`config.mk`:
```
export PLATFORM = sky130hd
export DESIGN_NAME = mac_operand_feeder
export DESIGN_NICKNAME = d
export VERILOG_FILES = /design/src/rtl/mac_operand_feeder.sv
export SDC_FILE = /design/constraint.sdc
export NUM_CORES = 1
export LEC_CHECK = 0
export ABC_AREA = 1
export ABC_CLOCK_PERIOD_IN_PS = 1600
export CAP_MARGIN = 10
export CORE_MARGIN = 2
export CORE_UTILIZATION = 41
export DETAILED_ROUTE_END_ITERATION = 8
export GPL_TIMING_DRIVEN = 0
export PLACE_DENSITY = 0.83
export SLEW_MARGIN = 40
export SYNTH_ARGS = -nofsm -noshare
export SYNTH_HDL_FRONTEND = slang
export SYNTH_SLANG_ARGS = --single-unit
```
`constraint.sdc`:
```
create_clock -name clk -period 1.6 [get_ports clk]
set_clock_uncertainty 0.1 [all_clocks]
set_input_delay 0.16 -clock clk [delete_from_list [all_inputs] [get_ports clk]]
set_output_delay 0.16 -clock clk [all_outputs]
set_load 0.02 [all_outputs]
```
`src/rtl/mac_operand_feeder.sv`:
```
// Sequences one dot product into a signed 8x8 MAC lane: clear, feed N pairs, capture the sum.
// Latency: last pair fire in cycle T -> res_valid_o from T+3 (len=0: cmd fire T -> T+3).
// Backpressure: A/B consumed only together; new commands wait until the result slot is free.
// Optional: define MAC_FEED_STALL_CNT_EN to add stall_cnt_o (bubble cycles during FEED).
module mac_operand_feeder #(
    parameter int LEN_W = 16
) (
    input  logic             clk,
    input  logic             rst,
    input  logic             cmd_valid_i,
    output logic             cmd_ready_o,
    input  logic [LEN_W-1:0] cmd_len_i,
    input  logic             a_valid_i,
    input  logic [7:0]       a_data_i,
    output logic             a_ready_o,
    input  logic             b_valid_i,
    input  logic [7:0]       b_data_i,
    output logic             b_ready_o,
    output logic [7:0]       mac_a_o,
    output logic [7:0]       mac_b_o,
    output logic             mac_clr_o,
    input  logic [31:0]      mac_acc_i,
    output logic             res_valid_o,
    output logic [31:0]      res_data_o,
    input  logic             res_ready_i
`ifdef MAC_FEED_STALL_CNT_EN
    ,
    output logic [15:0]      stall_cnt_o
`endif
);

    typedef enum logic [2:0] {IDLE, CLR, FEED, DRAIN, CAPT} state_t;

    state_t           state, state_nx;
    logic [LEN_W-1:0] len, cnt;
    logic             pair_fire, cmd_fire, res_fire;

    assign pair_fire = (state == FEED) & a_valid_i & b_valid_i;
    assign cmd_fire  = cmd_valid_i & cmd_ready_o;
    assign res_fire  = res_valid_o & res_ready_i;
    assign mac_clr_o = rst | (state == CLR);

    always_comb begin
        state_nx    = state;
        cmd_ready_o = 1'b0;
        a_ready_o   = 1'b0;
        b_ready_o   = 1'b0;
        case (state)
            IDLE: begin
                cmd_ready_o = !rst & (!res_valid_o | res_ready_i);
                if (cmd_fire) state_nx = CLR;
            end
            CLR:  state_nx = (len == '0) ? CAPT : FEED;
            FEED: begin
                // Streams advance in lockstep so A and B never drift apart.
                a_ready_o = !rst & a_valid_i & b_valid_i;
                b_ready_o = !rst & a_valid_i & b_valid_i;
                if (pair_fire && cnt == len - LEN_W'(1)) state_nx = DRAIN;
            end
            DRAIN:   state_nx = CAPT;
            CAPT:    state_nx = IDLE;
            default: state_nx = IDLE;
        endcase
    end

    always_ff @(posedge clk) begin
        if (rst) begin
            state       <= IDLE;
            len         <= '0;
            cnt         <= '0;
            mac_a_o     <= '0;
            mac_b_o     <= '0;
            res_valid_o <= 1'b0;
            res_data_o  <= '0;
        end else begin
            state <= state_nx;
            if (cmd_fire) begin
                len <= cmd_len_i;
                cnt <= '0;
            end else if (pair_fire) begin
                cnt <= cnt + LEN_W'(1);
            end
            // Zero operands outside a fire keep the MAC accumulating nothing in bubbles.
            mac_a_o <= pair_fire ? a_data_i : 8'd0;
            mac_b_o <= pair_fire ? b_data_i : 8'd0;
            if (state == CAPT) begin
                res_data_o  <= mac_acc_i;
                res_valid_o <= 1'b1;
            end else if (res_fire) begin
                res_valid_o <= 1'b0;
            end
        end
    end

`ifdef MAC_FEED_STALL_CNT_EN
    always_ff @(posedge clk) begin
        if (rst || state == CLR)
            stall_cnt_o <= '0;
        else if (state == FEED && !pair_fire && stall_cnt_o != 16'hFFFF)
            stall_cnt_o <= stall_cnt_o + 16'd1;
    end
`endif

endmodule

```
* Word level (Yosys, flattened, before mapping)
Index checks and enable logic that the tools add are counted.
Word-level totals: register bits after elaboration 84, bits of input ports 70, output and inout bits 53, word-level logic and storage cells 43
Operators by class: $add $sub $neg 2, eq/ne operators 7, multiplexer cells 8, bitwise gates (word level) 10, reduce and logical (&&, ||, !) cells 9
Operators by type and width (count):
- 16-bit by 1-bit adder with 16-bit output, second input constant | 1
- 16-bit == test | 1
- 16-bit logical NOT | 1
- 16-bit by 1-bit subtractor with 16-bit output, second input constant | 1
- 3-bit case mux with 4 select lines | 1
- 3-bit 2-to-1 mux | 3
- 1-bit AND | 7
- 3-bit by 2-bit == test with 1-bit output, second input constant | 2
- 1-bit 2-to-1 mux | 4
- 2-bit OR reduction | 2
- 3-bit by 1-bit == test with 1-bit output, second input constant | 1
- 3-bit == test, second input constant | 1
- 3-bit logical NOT | 1
- 1-bit logical NOT | 2
- 2-bit by 1-bit != test with 1-bit output, second input constant | 1
- 2-bit != test, second input constant | 1
- 1-bit OR | 2
- 2-bit AND reduction | 1
- 2-bit nonzero test | 1
- 1-bit logical AND | 1
- 1-bit NOT | 1

* Logic depth before layout (Yosys ltp)
Gate-level depths: netlist of run 1.
depth after elaboration 7, mapped depth 15

* Worst setup path before layout of run 1
OpenSTA, ideal clock, no wires.
path kind reg-to-reg, from reg state[0], to reg mac_a_o[0], setup time 64 ps, data arrival time 1528 ps, data required time 1436 ps, path slack -92 ps, cell stages (with the launch flop) 9, buffers on the path 1, period minus slack after synthesis 1692 ps, path through dfxtp_1 > nor2_2 > nand2_2 > inv_2 > nand3_4 > nor2_1 > inv_1 > buf_2 > nor2_1
Between the ends: longest elaborated chain between the ends 5
Ends and longest elaborated chain:
- start, declared | RTL line 34 | state_t state, state_nx;
- start signal, assigned | RTL line 76 | state <= state_nx;
- 3-bit by 2-bit == test with 1-bit output | RTL line 38 | assign pair_fire = (state == FEED) & a_valid_i & b_valid_i;
- 1-bit AND (2 in a row) | RTL line 38
- 1-bit NOT (no source line)
- 2-bit OR reduction (no source line)
- end signal, assigned | RTL line 84 | mac_a_o <= pair_fire ? a_data_i : 8'd0;
- end, declared | RTL line 19 | output logic [7:0] mac_a_o,
Every way passes these cells. A chain may end at the register's enable or synchronous reset.

* Worst setup path in the final report of run 1
from reg state[2], to reg cnt[12]
Between the ends: longest elaborated chain between the ends 4, elaborated cells on any way between the ends 7, those cells by class eq/ne (1); mux (1); bitwise (3); reduce/logical (2)
Ends and longest elaborated chain:
- 3-bit logical NOT | RTL line 48 | case (state)
- 1-bit 2-to-1 mux | RTL line 48
- 1-bit AND | RTL line 39 | assign cmd_fire = cmd_valid_i & cmd_ready_o;
- 2-bit OR reduction (no source line)
- end signal, assigned | RTL line 81 | cnt <= cnt + LEN_W'(1);
- end, declared | RTL line 35 | logic [LEN_W-1:0] len, cnt;
Parallel ways exist; a longest one is shown, timed or not.

==> results.md, run 1 <==
* Status: complete, but fails checks
* Failing checks: negative setup slack
* Die Span Y at slightly below 100 um
* Worst setup margin at -0.240 ns
* Setup Viol. Count Final at 37
* Largest net degree at the start of global routing at 17
* Yosys cell types at 37
* DP Worst Slack at -1.01 ns
* Core Region at between 8000 and 9000 um2
* Maximum clock rate at 544 MHz
* Crit-path cells: nor2_4, nand2_2, inv_2, nand3_4, buf_6, nor2_4, nand2_2, nor2_2, nand3_2, nor2_2, a21oi_2, nor3_2
* Total global routing overflow at 0
* Most frequent cells in the layout: 102 x nor2_1, 84 x clkdlybuf4s50_1, 72 x dfxtp_1
* Multi-input gate area at 2040 um2
* TritonCTS buffer count at 9
* Initial Utilization at 0.424
* Endpoints failing hold at 0
* Mean Syn Cell Area at 7.20 um2
* Critical Path Fanout Max at 4
* Die width at 99.0 um
* Worst hold slack at 0.218 ns
* Post-synth EDFFs at 0
* Post-layout nets at between 700 and 800
* Placed Area at 5060 um2
* Drt total wl at 11000 um
* Clk buf depth at 2
* Register area share after synthesis at 0.454
* H-tree depth at 3
* Post-route antenna net violation count at 0
* Tightest Pin Transition at a little under 0.7 ns
* Largest stage delay on the critical path at 0.36 ns
* Worst R2R Path Depth at 12
* Area contributors post-synth: dfxtp_1 45%, nor2_1 11%, nand2_1 7.2%
* Flop-to-flop setup slack at -0.24 ns
* Number of antenna diodes at 0
* Crit start category: register
* End of the critical path: cnt[12]
* Endpoint class of the critical path: register
* 1st-iter DRT viols at about 130
* FF-to-FF Start: state[2]
* Fill count at 674
* Fin crit share at 1.15
* Root Driver: clkbuf_8
* Routed vias at between 3k and 4k
* Max cap viols at 0
* DR pass1 iterations at 4
* Post-DR vias/cell at 4.92
* CP startpoint: state[2]
* Clock Latency Late Sink at 0.36 ns
* Worst vdd ir at approximately 700 uV
* Syn Inst Count at 514
* Slowest CP cell: dfxtp_4
* Worst hold path class: input pin to register
* Commonest register cell after synthesis: dfxtp_1
* Placer Congestion at 0.929
* First-pass GRT wire length at about 17000 um
* Syn-to-layout area delta at 60.5%
* Leak at 2.83 nW
* Final routed DRC violation total at 0
* CTS tree: done
* Worst Setup Path Type: register to register
* # port buffers at 121
* Yosys reg bits at 84
* Worst EP required at 1.78 ns
* Unrepaired setup endpoints after global routing: yes
* Worst-path clk slew at 0.09 ns
* Worst reg2reg endpoint: cnt[12]
* DR WL/cell at 14.1 um
* Share of the synthesized area in the top cell type at 0.454
* Register area at about 1700 um2
* Vias in the first global route at 3741
* Post-synth ARST share at 0
* Most common cell after layout, fill and taps aside: nor2_1
* Max_slew headroom at 0.539
* Layout cell share with drive strength beyond 1 at 0.229
* Design area at 5940 um2
* Area of the mapped netlist at 3700 um2
* Worst endpoint data arrival time at 2.02 ns
* Tot GR Track Use at 0.213
* Ports at approximately 120
* Minimum clock period at about 1.8 ns
* Final Max Tran Viols at 0
* Clock sinks at 84
* Largest area contributor in the netlist: dfxtp_1
* DIE AREA at about 10000 um2
* P per Cell Area at 1120 nW/um2
* Antenna violations before repair at 0
* Total number of yosys warnings at 0
* Syn nets at 586
* Row count at 34
* Final HPWL DP at between 7000 and 8000 um
power by group:
part           total [mW]  internal, mW  switching, mW  leakage, nW
logic                2.66          1.21           1.46         2.05
clock network        1.54         0.733          0.810       0.0895
registers            2.47          2.28          0.191        0.686
per-layer routing:
metal	vias up	GRT usage	part of all wire
li1	1944	-	-
met1	1735	0.241	0.38
met2	150	0.376	0.50
met3	34	0.0801	0.086
met4	0	0.0537	0.035
met5	-	0	0
worst min path at each step:
| stage | startpoint | end | slack (ns) | depth (start not counted) |
|---|---|---|---|---|
| 6_report | a_data_i[0] | mac_a_o[0] | 0.22 | 3 |
| 5_1_grt | b_data_i[2] | mac_b_o[2] | 0.22 | 3 |
| 4_1_cts | b_data_i[6] | mac_b_o[6] | 0.20 | 3 |
| 3_5_place_dp | res_data_o[26] | res_data_o[26] | 0.37 | 2 |
| 3_3_place_gp | res_data_o[6] | res_data_o[6] | 0.36 | 2 |
| 2_1_floorplan | rst | state[1] | 0.13 | 1 |
state kept, by name (all words and copies together), names as in the netlist:
register	flops
cnt	16
len	16
mac_a_o	8
mac_b_o	8
res_data_o	32
res_valid_o	1
state	3
synthesized netlist by cell type, drive strengths merged, types with 3 or more instances:
cell and number:
a21oi 13, buf 9, clkbuf 7, dfxtp 84
inv 62, nand2 76, nand3 44, nor2 125
nor3 9, nor4 3, o21ai 53, xnor2 6
xor2 10
cells by family (layout without fill, tap and decap cells):
| family | count (synthesis) | count (layout) | share of synthesized area |
|---|---|---|---|
| AO/OA/AOI/OAI | 71 | 71 | 0.100 |
| XOR/XNOR | 16 | 16 | 0.0379 |
| adder cells (fa/ha/maj) | 2 | 2 | 0.00676 |
| buffers and inverters | 79 | 241 | 0.0849 |
| flip-flops | 84 | 84 | 0.454 |
| AND/OR/NAND/NOR | 262 | 263 | 0.316 |
worst max-delay path: cells and delay by family, from the launching register on:
kind,cells,cell delay [ns]
compound gates,1,0.06
buf+inv,2,0.25
flops,1,0.36
simple gates,9,0.98
metrics by stage:
stage / utilization / power (mW) / std cells / TNS, ns
after CTS: 0.647 / 6.48 / 777 / -2.01
after global routing: 0.681 / 7.10 / 785 / -6.80
final: 0.681 / 6.68 / 785 / -4.30
after floorplan: - / 3.90 / 514 / 0
after global placement: 0.581 / 4.52 / 743 / -19.14
after detailed placement: 0.581 / 4.57 / 743 / -20.43
what timing repair did:
item	CTS	global route
gates resized for setup	103	80
buffers inserted	16	8
gates cloned	3	1
pin swaps	16	13
hold buffers	0	0
endpoints found under the setup margin	62	97
final cells by class:
type,instances,share of cell area
Timing Repair Buffer,146,0.253
Timing Repair inverter,1,0.00126
Buffer,15,0.0160
Multi-Input combinational cell,352,0.344
Tap cell,108,0.0227
Inverter,63,0.0432
Clock inverter,6,0.0118
Sequential cell,84,0.286
Clock buffer,10,0.0215
Note: power is estimated with default switching activity, not from simulation.
==> inputs of run 2 (changes only) <==
--- a/config.mk
+++ b/config.mk
@@ -5,12 +5,12 @@
 export SDC_FILE = /design/constraint.sdc
 export NUM_CORES = 1
 export LEC_CHECK = 0
-export ABC_AREA = 1
 export ABC_CLOCK_PERIOD_IN_PS = 1600
 export CAP_MARGIN = 10
 export CORE_MARGIN = 2
 export CORE_UTILIZATION = 41
 export DETAILED_ROUTE_END_ITERATION = 8
+export GPL_ROUTABILITY_DRIVEN = 0
 export GPL_TIMING_DRIVEN = 0
 export PLACE_DENSITY = 0.83
 export SLEW_MARGIN = 40
==> results.md, run 2 <==
* Status: complete, but fails checks
* Failing checks: negative setup slack
* Tot GR Track Use at 0.228 (+0.0155)
* Maximum clock rate at 482 MHz (-11%)
* Root Driver: clkbuf_8
* Placed instance count at 663 (-11%)
* Max_slew headroom at 0.611 (+0.0719)
* Number of antenna diodes at 0 (unchanged)
* FF-to-FF Start: len[2]
* Row count at 34 (unchanged)
* Post-CTS Hold Buffers at 0 (unchanged)
* Worst hold path class: input pin to register
* Largest register FFs at 32 (unchanged)
* Core Region at 8680 um2 (-0.49%)
* Setup Viol. Count Final at 38 (+2.7%)
* Register area share after synthesis at 0.459 (+0.00419)
* Die Span Y at 98.6 um (-0.44%)
* Area contributors post-synth: dfxtp_1 46%, nand2_1 10%, a21oi_1 5.2%
* Yosys reg bits at 84 (unchanged)
* DR pass1 iterations at 5 (+1)
* Unrepaired setup endpoints after global routing: yes
* Endpoints failing hold at 0 (unchanged)
* Antenna violations before repair at 0 (unchanged)
* Leak at 2.68 nW (-5.1%)
* Commonest register cell after synthesis: dfxtp_1
* DIE AREA at 9720 um2 (-0.88%)
* Final Max Tran Viols at 0 (unchanged)
* Ports at 123 (unchanged)
* NetSw at 1.40 mW (-43%)
* Syn nets at 506 (-14%)
* End of the critical path: state[0]
* Worst Setup Path Type: register to register
* Clock sinks at 84 (unchanged)
* TNS Setup at -4.81 ns (-0.509 ns)
* Initial Utilization at 0.423 (-0.00181)
* Yosys cell types at 53 (+43%)
* P per Cell Area at 814 nW/um2 (-28%)
* Clk buf depth at 2 (unchanged)
* Most common cell in the netlist: nand2_1
* Fill count at 644 (-4.5%)
* DR WL/cell at 15.8 um (+12%)
* Worst-path clk slew at 0.09 ns (about the same)
* Most common cell after layout, fill and taps aside: clkdlybuf4s50_1
* Post-synth ARST share at 0 (unchanged)
* Clock Latency Late Sink at 0.35 ns (about the same)
* Biggest regs: res_data_o x32, cnt x16, len x16
* Layout cell share with drive strength beyond 1 at 0.252 (+0.0227)
* Tightest Pin Transition at 0.584 ns (-0.108 ns)
* Drt total wl at 11100 um (+0.78%)
* Reg power frac at 0.458 (+0.088)
* Routed vias at 3624 (-6.2%)
* Largest area contributor in the netlist: dfxtp_1
* Max cap viols at 0 (unchanged)
* Crit start category: register
* Worst hold slack at 0.0682 ns (-0.150 ns)
* 1st-iter DRT viols at 121 (-7.6%)
* Final HPWL DP at 7200 um (+0.41%)
* Flop-to-flop setup slack at -0.47 ns (-0.23 ns)
* Mean Syn Cell Area at 8.45 um2 (+17%)
* CP startpoint: len[2]
* Largest net degree at the start of global routing at 16 (-1)
* Area of the mapped netlist at 3670 um2 (-0.91%)
* Post-synth EDFFs at 0 (unchanged)
* First-pass GRT wire length at 18100 um (+6.3%)
* Synth cell count leaders: 102 x nand2_1, 84 x dfxtp_1, 38 x a21oi_1
* Cell-internal power at 3.45 mW (-18%)
* Die width at 98.6 um (-0.44%)
* Total global routing overflow at 0 (unchanged)
* Biggest register: res_data_o
* Worst setup margin at -0.474 ns (-0.234 ns)
* Syn Inst Count at 434 (-16%)
* Total number of yosys warnings at 0 (unchanged)
* Syn-to-layout area delta at 62.3%
* Worst EP required at 1.77 ns (about the same)
* Final routed DRC violation total at 0 (unchanged)
* Endpoint class of the critical path: register
* Worst endpoint data arrival time at 2.25 ns (+0.23 ns)
* Worst R2R Path Depth at 6 (-6)
* Fin crit share at 1.30 (+0.147)
* Finished Layout Cells at 704 (-10%)
* Worst reg2reg endpoint: state[0]
* Most frequent cells in the layout: 89 x clkdlybuf4s50_1, 85 x nand2_1, 71 x dfxtp_1
* Critical Path Fanout Max at 4 (unchanged)
* Final core occ at 0.686 (+0.00464)
* Clock power frac at 0.318 (+0.087)
* Post-layout nets at 663 (-11%)
* Post-DR vias/cell at 5.15 (+4.6%)
* CTS tree: done
* # port buffers at 121 (unchanged)
* Post-route antenna net violation count at 0 (unchanged)
* TritonCTS buffer count at 9 (unchanged)
* Share of the synthesized area in the top cell type at 0.459 (+0.00419)
* Sw frac at 0.289 (-0.0789)
* H-tree depth at 3 (unchanged)
* Logic pwr share at 0.224 (-0.175)
* Minimum clock period at 2.07 ns (+0.234 ns)
* Vias in the first global route at 3820 (+2.1%)
* Worst vdd ir at 468 uV (-35%)
## run 2: changes by cell type after synthesis, moves of 6 or more
cell and delta:
xor2_1 +10, nor2_2 -9, nor2_1 -86, o21ai_0 -41, inv_1 -46, and2_1 +18, inv_2 -6, clkbuf_1 +11
a21oi_1 +25, nand3b_1 +12, xnor2_1 +6, nand3_1 -32, nand2_1 +31
## run 2: layout make-up
cell class / instances / area [um2] / share of cell area
Buffer: 21 / 174 / 0.0292
Clock buffer: 10 / 128 / 0.0214
Clock inverter: 6 / 68.8 / 0.0116
Inverter: 10 / 41.3 / 0.00694
Multi-Input combinational cell: 314 / 2160 / 0.363
Sequential cell: 84 / 1710 / 0.288
Tap cell: 108 / 135 / 0.0227
Timing Repair Buffer: 151 / 1530 / 0.257
## run 2: worst max-delay path: stages, from the launching register on
cell and delay (ns):
dfxtp_4 0.37, nor4_4 0.36, a21oi_1 0.15, or3_4 0.36, a2111oi_4 0.35, nand4_1 0.15
o21ai_2 0.16
## run 2: what timing repair did
item	4_1_cts	5_1_grt
gates resized for setup	112	55
gates cloned	3	0
pin swaps	44	13
setup buffers	26	2
setup endpoints to repair	89	99
## run 2: power groups by stage
stage / logic, mW / registers, mW / clock network, mW
after floorplan: 0.491 / 2.26 / 0
after global placement: 0.796 / 2.26 / 0
after detailed placement: 0.815 / 2.26 / 0
after CTS: 1.02 / 2.21 / 1.57
after global routing: 1.15 / 2.23 / 1.65
final: 1.08 / 2.22 / 1.54
## run 2: kinds of logic (layout without fill, tap and decap cells)
logic type	after synthesis	in the layout	synth area share
AND/OR/NAND/NOR	215	215	0.295
flip-flops	84	84	0.459
AO/OA/AOI/OAI	62	62	0.104
buffers and inverters	36	198	0.0471
XOR/XNOR	33	33	0.0826
adder cells (fa/ha/maj)	2	2	0.00682
multiplexers	2	2	0.00580
## run 2: layer usage
layer  track usage  vias up  routed length [um]
met5             0        -                   0
met4        0.0611        0                 178
met3        0.0780       23                 855
met2         0.409      150                5740
met1         0.259     1690                4340
li1              -     1761                   -
## run 2: metrics by stage
step | power (mW) | setup slack, ns | instance area, um2
after floorplan | 2.75 | -0.354 | 3760
after global placement | 3.06 | -1.11 | 5110
after detailed placement | 3.08 | -1.11 | 5110
after CTS | 4.80 | -0.473 | 5800
after global routing | 5.03 | -0.541 | 5950
final | 4.85 | -0.474 | 5950
## run 2: worst min-delay path by stage
stage	from	to	slack [ns]	cells after the start
2_1_floorplan	cmd_len_i[10]	len[10]	0.16	2
3_3_place_gp	res_data_o[4]	res_data_o[4]	0.34	2
3_5_place_dp	res_data_o[17]	res_data_o[17]	0.35	2
4_1_cts	rst	len[15]	0.06	3
5_1_grt	rst	len[15]	0.1	3
6_report	rst	len[15]	0.07	3
==> inputs of run 3 (changes only) <==
--- a/config.mk
+++ b/config.mk
@@ -9,6 +9,7 @@
 export CAP_MARGIN = 10
 export CORE_MARGIN = 2
 export CORE_UTILIZATION = 41
+export CTS_CLUSTER_SIZE = 30
 export DETAILED_ROUTE_END_ITERATION = 8
 export GPL_ROUTABILITY_DRIVEN = 0
 export GPL_TIMING_DRIVEN = 0
==> results of run 3 <==
Same layout as run 2: the final DEF is identical, and so are final timing and power.
